===== src/rtl/toggle_event_receiver_if.sv =====
// Signal bundle between a toggle-event receiver and its consumer: the toggle
// line, the read-and-clear handshake and the status flags.
interface toggle_event_receiver_if #(
    parameter int COUNT_WIDTH = 8
);
    logic                   toggle_in;
    logic                   read_req;
    logic                   event_pulse;
    logic [COUNT_WIDTH-1:0] read_data;
    logic                   read_valid;
    logic                   overflow;
    logic                   pending;

    modport master (
        output toggle_in,
        output read_req,
        input  event_pulse,
        input  read_data,
        input  read_valid,
        input  overflow,
        input  pending
    );

    modport slave (
        input  toggle_in,
        input  read_req,
        output event_pulse,
        output read_data,
        output read_valid,
        output overflow,
        output pending
    );
endinterface


===== src/rtl/toggle_event_receiver.sv =====
// Destination-domain end of a toggle-encoded event link: synchronises the toggle
// line, turns each level change into a pulse and counts events for a consumer.
module toggle_event_receiver #(
    parameter int SYNC_STAGES = 2,
    parameter int COUNT_WIDTH = 8
) (
    input  logic                     clock,
    input  logic                     clear,
    toggle_event_receiver_if.slave   bus
);
    localparam logic [COUNT_WIDTH-1:0] CNT_ZERO = {COUNT_WIDTH{1'b0}};
    localparam logic [COUNT_WIDTH-1:0] CNT_ONE  = {{(COUNT_WIDTH-1){1'b0}}, 1'b1};
    localparam logic [COUNT_WIDTH-1:0] CNT_MAX  = {COUNT_WIDTH{1'b1}};

    logic [SYNC_STAGES-1:0] sync_r;
    logic                   last_r;
    logic                   event_s;
    logic [COUNT_WIDTH-1:0] count_r;
    logic [COUNT_WIDTH-1:0] count_s;
    logic                   overflow_r;
    logic                   overflow_s;
    logic                   event_pulse_r;
    logic [COUNT_WIDTH-1:0] read_data_r;
    logic                   read_valid_r;
    logic                   pending_r;

    assign event_s = sync_r[SYNC_STAGES-1] ^ last_r;

    // Next count/overflow; a read clears the count but keeps a coincident event.
    always_comb begin
        count_s    = count_r;
        overflow_s = overflow_r;
        if (bus.read_req) begin
            count_s    = event_s ? CNT_ONE : CNT_ZERO;
            overflow_s = 1'b0;
        end else if (event_s) begin
            if (count_r == CNT_MAX) begin
                overflow_s = 1'b1;
            end else begin
                count_s = count_r + CNT_ONE;
            end
        end else begin
            count_s    = count_r;
            overflow_s = overflow_r;
        end
    end

    // All state advances on the falling edge; clear wipes everything at once.
    always_ff @(negedge clock or negedge clear) begin
        if (!clear) begin
            sync_r        <= {SYNC_STAGES{1'b0}};
            last_r        <= 1'b0;
            count_r       <= CNT_ZERO;
            overflow_r    <= 1'b0;
            event_pulse_r <= 1'b0;
            read_data_r   <= CNT_ZERO;
            read_valid_r  <= 1'b0;
            pending_r     <= 1'b0;
        end else begin
            sync_r        <= {sync_r[SYNC_STAGES-2:0], bus.toggle_in};
            last_r        <= sync_r[SYNC_STAGES-1];
            event_pulse_r <= event_s;
            count_r       <= count_s;
            overflow_r    <= overflow_s;
            pending_r     <= (count_s != CNT_ZERO);
            read_valid_r  <= bus.read_req;
            if (bus.read_req) begin
                read_data_r <= count_r;
            end else begin
                read_data_r <= read_data_r;
            end
        end
    end

    assign bus.event_pulse = event_pulse_r;
    assign bus.read_data   = read_data_r;
    assign bus.read_valid  = read_valid_r;
    assign bus.overflow    = overflow_r;
    assign bus.pending     = pending_r;
endmodule


===== src/flat_wrapper.sv =====
// flat-port wrapper written by rule: the top's interface ports become plain ports
module toggle_event_receiver_flat 
#(
    parameter int SYNC_STAGES = 2,
    parameter int COUNT_WIDTH = 8
)
  (clock, clear, bus_toggle_in, bus_read_req, bus_event_pulse, bus_read_data, bus_read_valid, bus_overflow, bus_pending);
  toggle_event_receiver_if #(.COUNT_WIDTH(COUNT_WIDTH)) bus_i ();
  input  logic clock;
  input  logic clear;
  input wire logic [$bits(bus_i.toggle_in)-1:0] bus_toggle_in;
  input wire logic [$bits(bus_i.read_req)-1:0] bus_read_req;
  output wire logic [$bits(bus_i.event_pulse)-1:0] bus_event_pulse;
  output wire logic [$bits(bus_i.read_data)-1:0] bus_read_data;
  output wire logic [$bits(bus_i.read_valid)-1:0] bus_read_valid;
  output wire logic [$bits(bus_i.overflow)-1:0] bus_overflow;
  output wire logic [$bits(bus_i.pending)-1:0] bus_pending;
  assign bus_i.toggle_in = bus_toggle_in;
  assign bus_i.read_req = bus_read_req;
  assign bus_event_pulse = bus_i.event_pulse;
  assign bus_read_data = bus_i.read_data;
  assign bus_read_valid = bus_i.read_valid;
  assign bus_overflow = bus_i.overflow;
  assign bus_pending = bus_i.pending;
  toggle_event_receiver #(.SYNC_STAGES(SYNC_STAGES), .COUNT_WIDTH(COUNT_WIDTH)) u_core (.clock(clock), .clear(clear), .bus(bus_i));
endmodule

===== config.mk =====
export PLATFORM = sky130hd
export DESIGN_NAME = toggle_event_receiver_flat
export DESIGN_NICKNAME = d
export VERILOG_FILES = /design/src/rtl/toggle_event_receiver_if.sv /design/src/rtl/toggle_event_receiver.sv /design/src/flat_wrapper.sv
export SDC_FILE = /design/constraint.sdc
export NUM_CORES = 1
export LEC_CHECK = 0
export ABC_CLOCK_PERIOD_IN_PS = 3700
export BUFFER_PORTS_ARGS = -buffer_cell sky130_fd_sc_hd__buf_4
export CAP_MARGIN = 20
export CORE_MARGIN = 2
export CORE_UTILIZATION = 33
export CTS_CLUSTER_DIAMETER = 60
export DETAILED_ROUTE_END_ITERATION = 7
export PLACE_DENSITY_LB_ADDON = 0.3
export SYNTH_ARGS = -nofsm -noshare
export SYNTH_HDL_FRONTEND = slang
export SYNTH_SLANG_ARGS = --single-unit
export TNS_END_PERCENT = 5

===== constraint.sdc =====
create_clock -name clock -period 3.7 [get_ports clock]
set_input_delay 0.74 -clock clock [delete_from_list [all_inputs] [get_ports clock]]
set_output_delay 0.74 -clock clock [all_outputs]
set_load 0.01 [all_outputs]

==> flow_summary.json <==
{
  "detail-route-antenna-nets": 0,
  "clockRootBuffer": "clkbuf_4",
  "critPathMaxFanout": 3,
  "numPortBuffers": 15,
  "cap_violations": 0,
  "rsz0062_at_grt": "no",
  "holdPathStages": 0,
  "seq_area_frac_synth_pct": 55.8,
  "place_hpwl_um": 1420,
  "vdd.ir_drop.worst_mv": 0.182,
  "clk_pin_slew_ps": 90,
  "postCtsSetupRepairBufs": 0,
  "gp_congestion": 0.810,
  "routedWlPerCell_um": 13.9,
  "critical_path_class": "in2reg",
  "synth_top_area_share_pct": 55.8,
  "nNetsFinal": 118,
  "first_pass_iters": 4,
  "grt_usage_pct": 12.9,
  "clock_latency_ps": 310,
  "synth-edff-count": 0,
  "routed_wl_um": 2020,
  "min_path_type": "reg2reg",
  "die_h_um": 59.9,
  "postSynthAreaPerCell_um2": 11.3,
  "area_growth_pct": 21.6,
  "leakage_nw": 0.558,
  "rr_worst_depth": 6,
  "dieWidth_um": 59.9,
  "vias": 776,
  "skew_ps": 12.9,
  "numPlacedInstances": 141,
  "relSlewSlack_pct": 57.4,
  "boundaryPins": 16,
  "drive_gt1_share_pct": 34.8,
  "p_per_area_nw_per_um2": 374,
  "synthArstFlopShare_pct": 100,
  "hold_viol": 0,
  "end_kind": "register",
  "drt_iter0_markers": 27,
  "grt_overflow": 0,
  "cp-start-kind": "input port",
  "ys.flop_type": "dfrtn_1",
  "holdWs_ps": 301,
  "die_area_um2": 3590,
  "synth_seq_cells": 23,
  "grt_max_degree": 24,
  "rows": 20,
  "tightest_slew_ps": 634,
  "ys_types": 30,
  "core_um2": 3000,
  "fillers": 295,
  "crit_arrival_ps": 1980,
  "final_cells": 145,
  "start_util_pct": 34.3,
  "antenna_found_initial": 0,
  "cts_buffer_depth": 2,
  "cts_tree": "yes",
  "fin_ws_ps": 32.0,
  "final_core_util_pct": 41.8,
  "synth.cell_area_um2": 1030,
  "grt_pass1_vias": 777,
  "synth_nets": 96,
  "outcome": "finished clean",
  "synth_top_cell_by_area": "dfrtn_1",
  "diodes": 0,
  "route.detailed.drc": 0,
  "slew_viol_final": 0,
  "pre_cts_ws_ps": -328,
  "yosysWarnings": 0,
  "via_per_inst": 5.35,
  "cts_num_sinks": 23,
  "grt_pass1_wl_um": 3420,
  "netlist_top_cells_area": "dfrtn_1 56%, mux2_2 8.7%, nor3_1 4.9%, nor2_1 3.3%, xnor2_4 2.7%",
  "htreeDepth": 1,
  "cp.required_ps": 2010,
  "numCtsBuffers": 3,
  "holdBufCountCts": 0,
  "setup_viol": 0,
  "syn_inst": 91
}
-- where the power goes --
part	leakage, nW	total (mW)	switching, mW	internal (mW)
combinational	0.239	0.0716	0.0358	0.0358
clock	0.0177	0.116	0.0756	0.0404
sequential	0.301	0.281	0.0132	0.268
total	0.558	0.469	0.125	0.344
-- synth_stat cells, types with 2 or more instances --
master     n
nor3_1    10
mux2_2     8
nor2_1     9
dfrtn_1   23
nand4_1    2
a21oi_1    4
nand2b_1   2
nand3_1    2
a211oi_1   2
inv_1      2
or3_1      2
o21ai_0    3
nand2_1    5
-- path summary, 6_finish.rpt --
check,startpoint,endpoint,slack [ps]
min reg2reg,u_core.sync_r[0],u_core.sync_r[1],300
min,u_core.sync_r[0],u_core.sync_r[1],300
max,bus_read_req,u_core.bus.pending,30
max in group asynchronous,clear,u_core.bus.read_data[6],1400
min in group asynchronous,clear,u_core.count_r[2],2030
max reg2reg,u_core.count_r[0],u_core.bus.pending,1330
-- cell type report --
type	count	area, um2	area share, %
inverter	3	13.8	1.10
multi-input combinational	62	442	35.2
timing repair buffer	20	154	12.3
tap	33	41.3	3.29
clock inverter	1	5.00	0.399
sequential	23	576	45.9
clock buffer	3	22.5	1.80
-- routing by layer --
layer / vias to the layer above / GRT usage (%) / wire [um]
met5: - / 0 / 0
met1: 379 / 15.9 / 947
li1: 371 / - / -
met3: 4 / 4.55 / 92
met4: 0 / 4.13 / 33
met2: 22 / 21.1 / 948
-- logic make-up (layout without fill, tap and decap cells) --
| group | Yosys count | count (layout) | synth area share [%] |
|---|---|---|---|
| AOI/OAI and AO/OA | 14 | 14 | 9.71 |
| and+or+nand+nor | 36 | 36 | 17.6 |
| buffers and inverters | 6 | 27 | 2.55 |
| muxes | 8 | 8 | 8.74 |
| adders and majority gates | 1 | 1 | 1.21 |
| DFF | 23 | 23 | 55.8 |
| xor gates and xnor gates | 3 | 3 | 4.37 |
-- stage by stage --
stage / power (mW) / instance area [um2] / setup TNS (ps)
floorplan: 0.326 / 1040 / -145
detailed placement: 0.358 / 1220 / -328
global placement: 0.356 / 1220 / -324
finish: 0.469 / 1250 / 0
global route: 0.499 / 1250 / 0
CTS: 0.478 / 1250 / 0
-- placed cells by master, fill, tap and decap left out, types with 2 or more instances in the layout --
cell type	count
nand4_1	2
a211oi_1	2
nand2_1	5
or3_1	2
inv_1	2
nor2_1	9
clkbuf_4	3
mux2_2	8
nor3_1	10
o21ai_0	3
buf_4	19
a21oi_1	4
nand3_1	2
dfrtn_1	23
-- timing repair --
item,4_1_cts,5_1_grt
endpoints found under the hold margin,0,0
gates resized for setup,0,1
setup endpoints to repair,0,1
-- registers in the layout (all words and copies together), names as in the netlist --
| name | flops |
|---|---|
| u_core.count_r | 8 |
| u_core.bus.pending | 1 |
| u_core.last_r | 1 |
| u_core.bus.overflow | 1 |
| u_core.bus.read_data | 8 |
| u_core.sync_r | 2 |
| u_core.bus.event_pulse | 1 |
| u_core.bus.read_valid | 1 |
-- worst max-delay path: stages --
cell and delay (ps):
buf_6 90, nand2b_4 140, nor3b_2 170, a311oi_1 60, or3_1 330, or4b_1 450
Power figures use the tool's default switching activity.
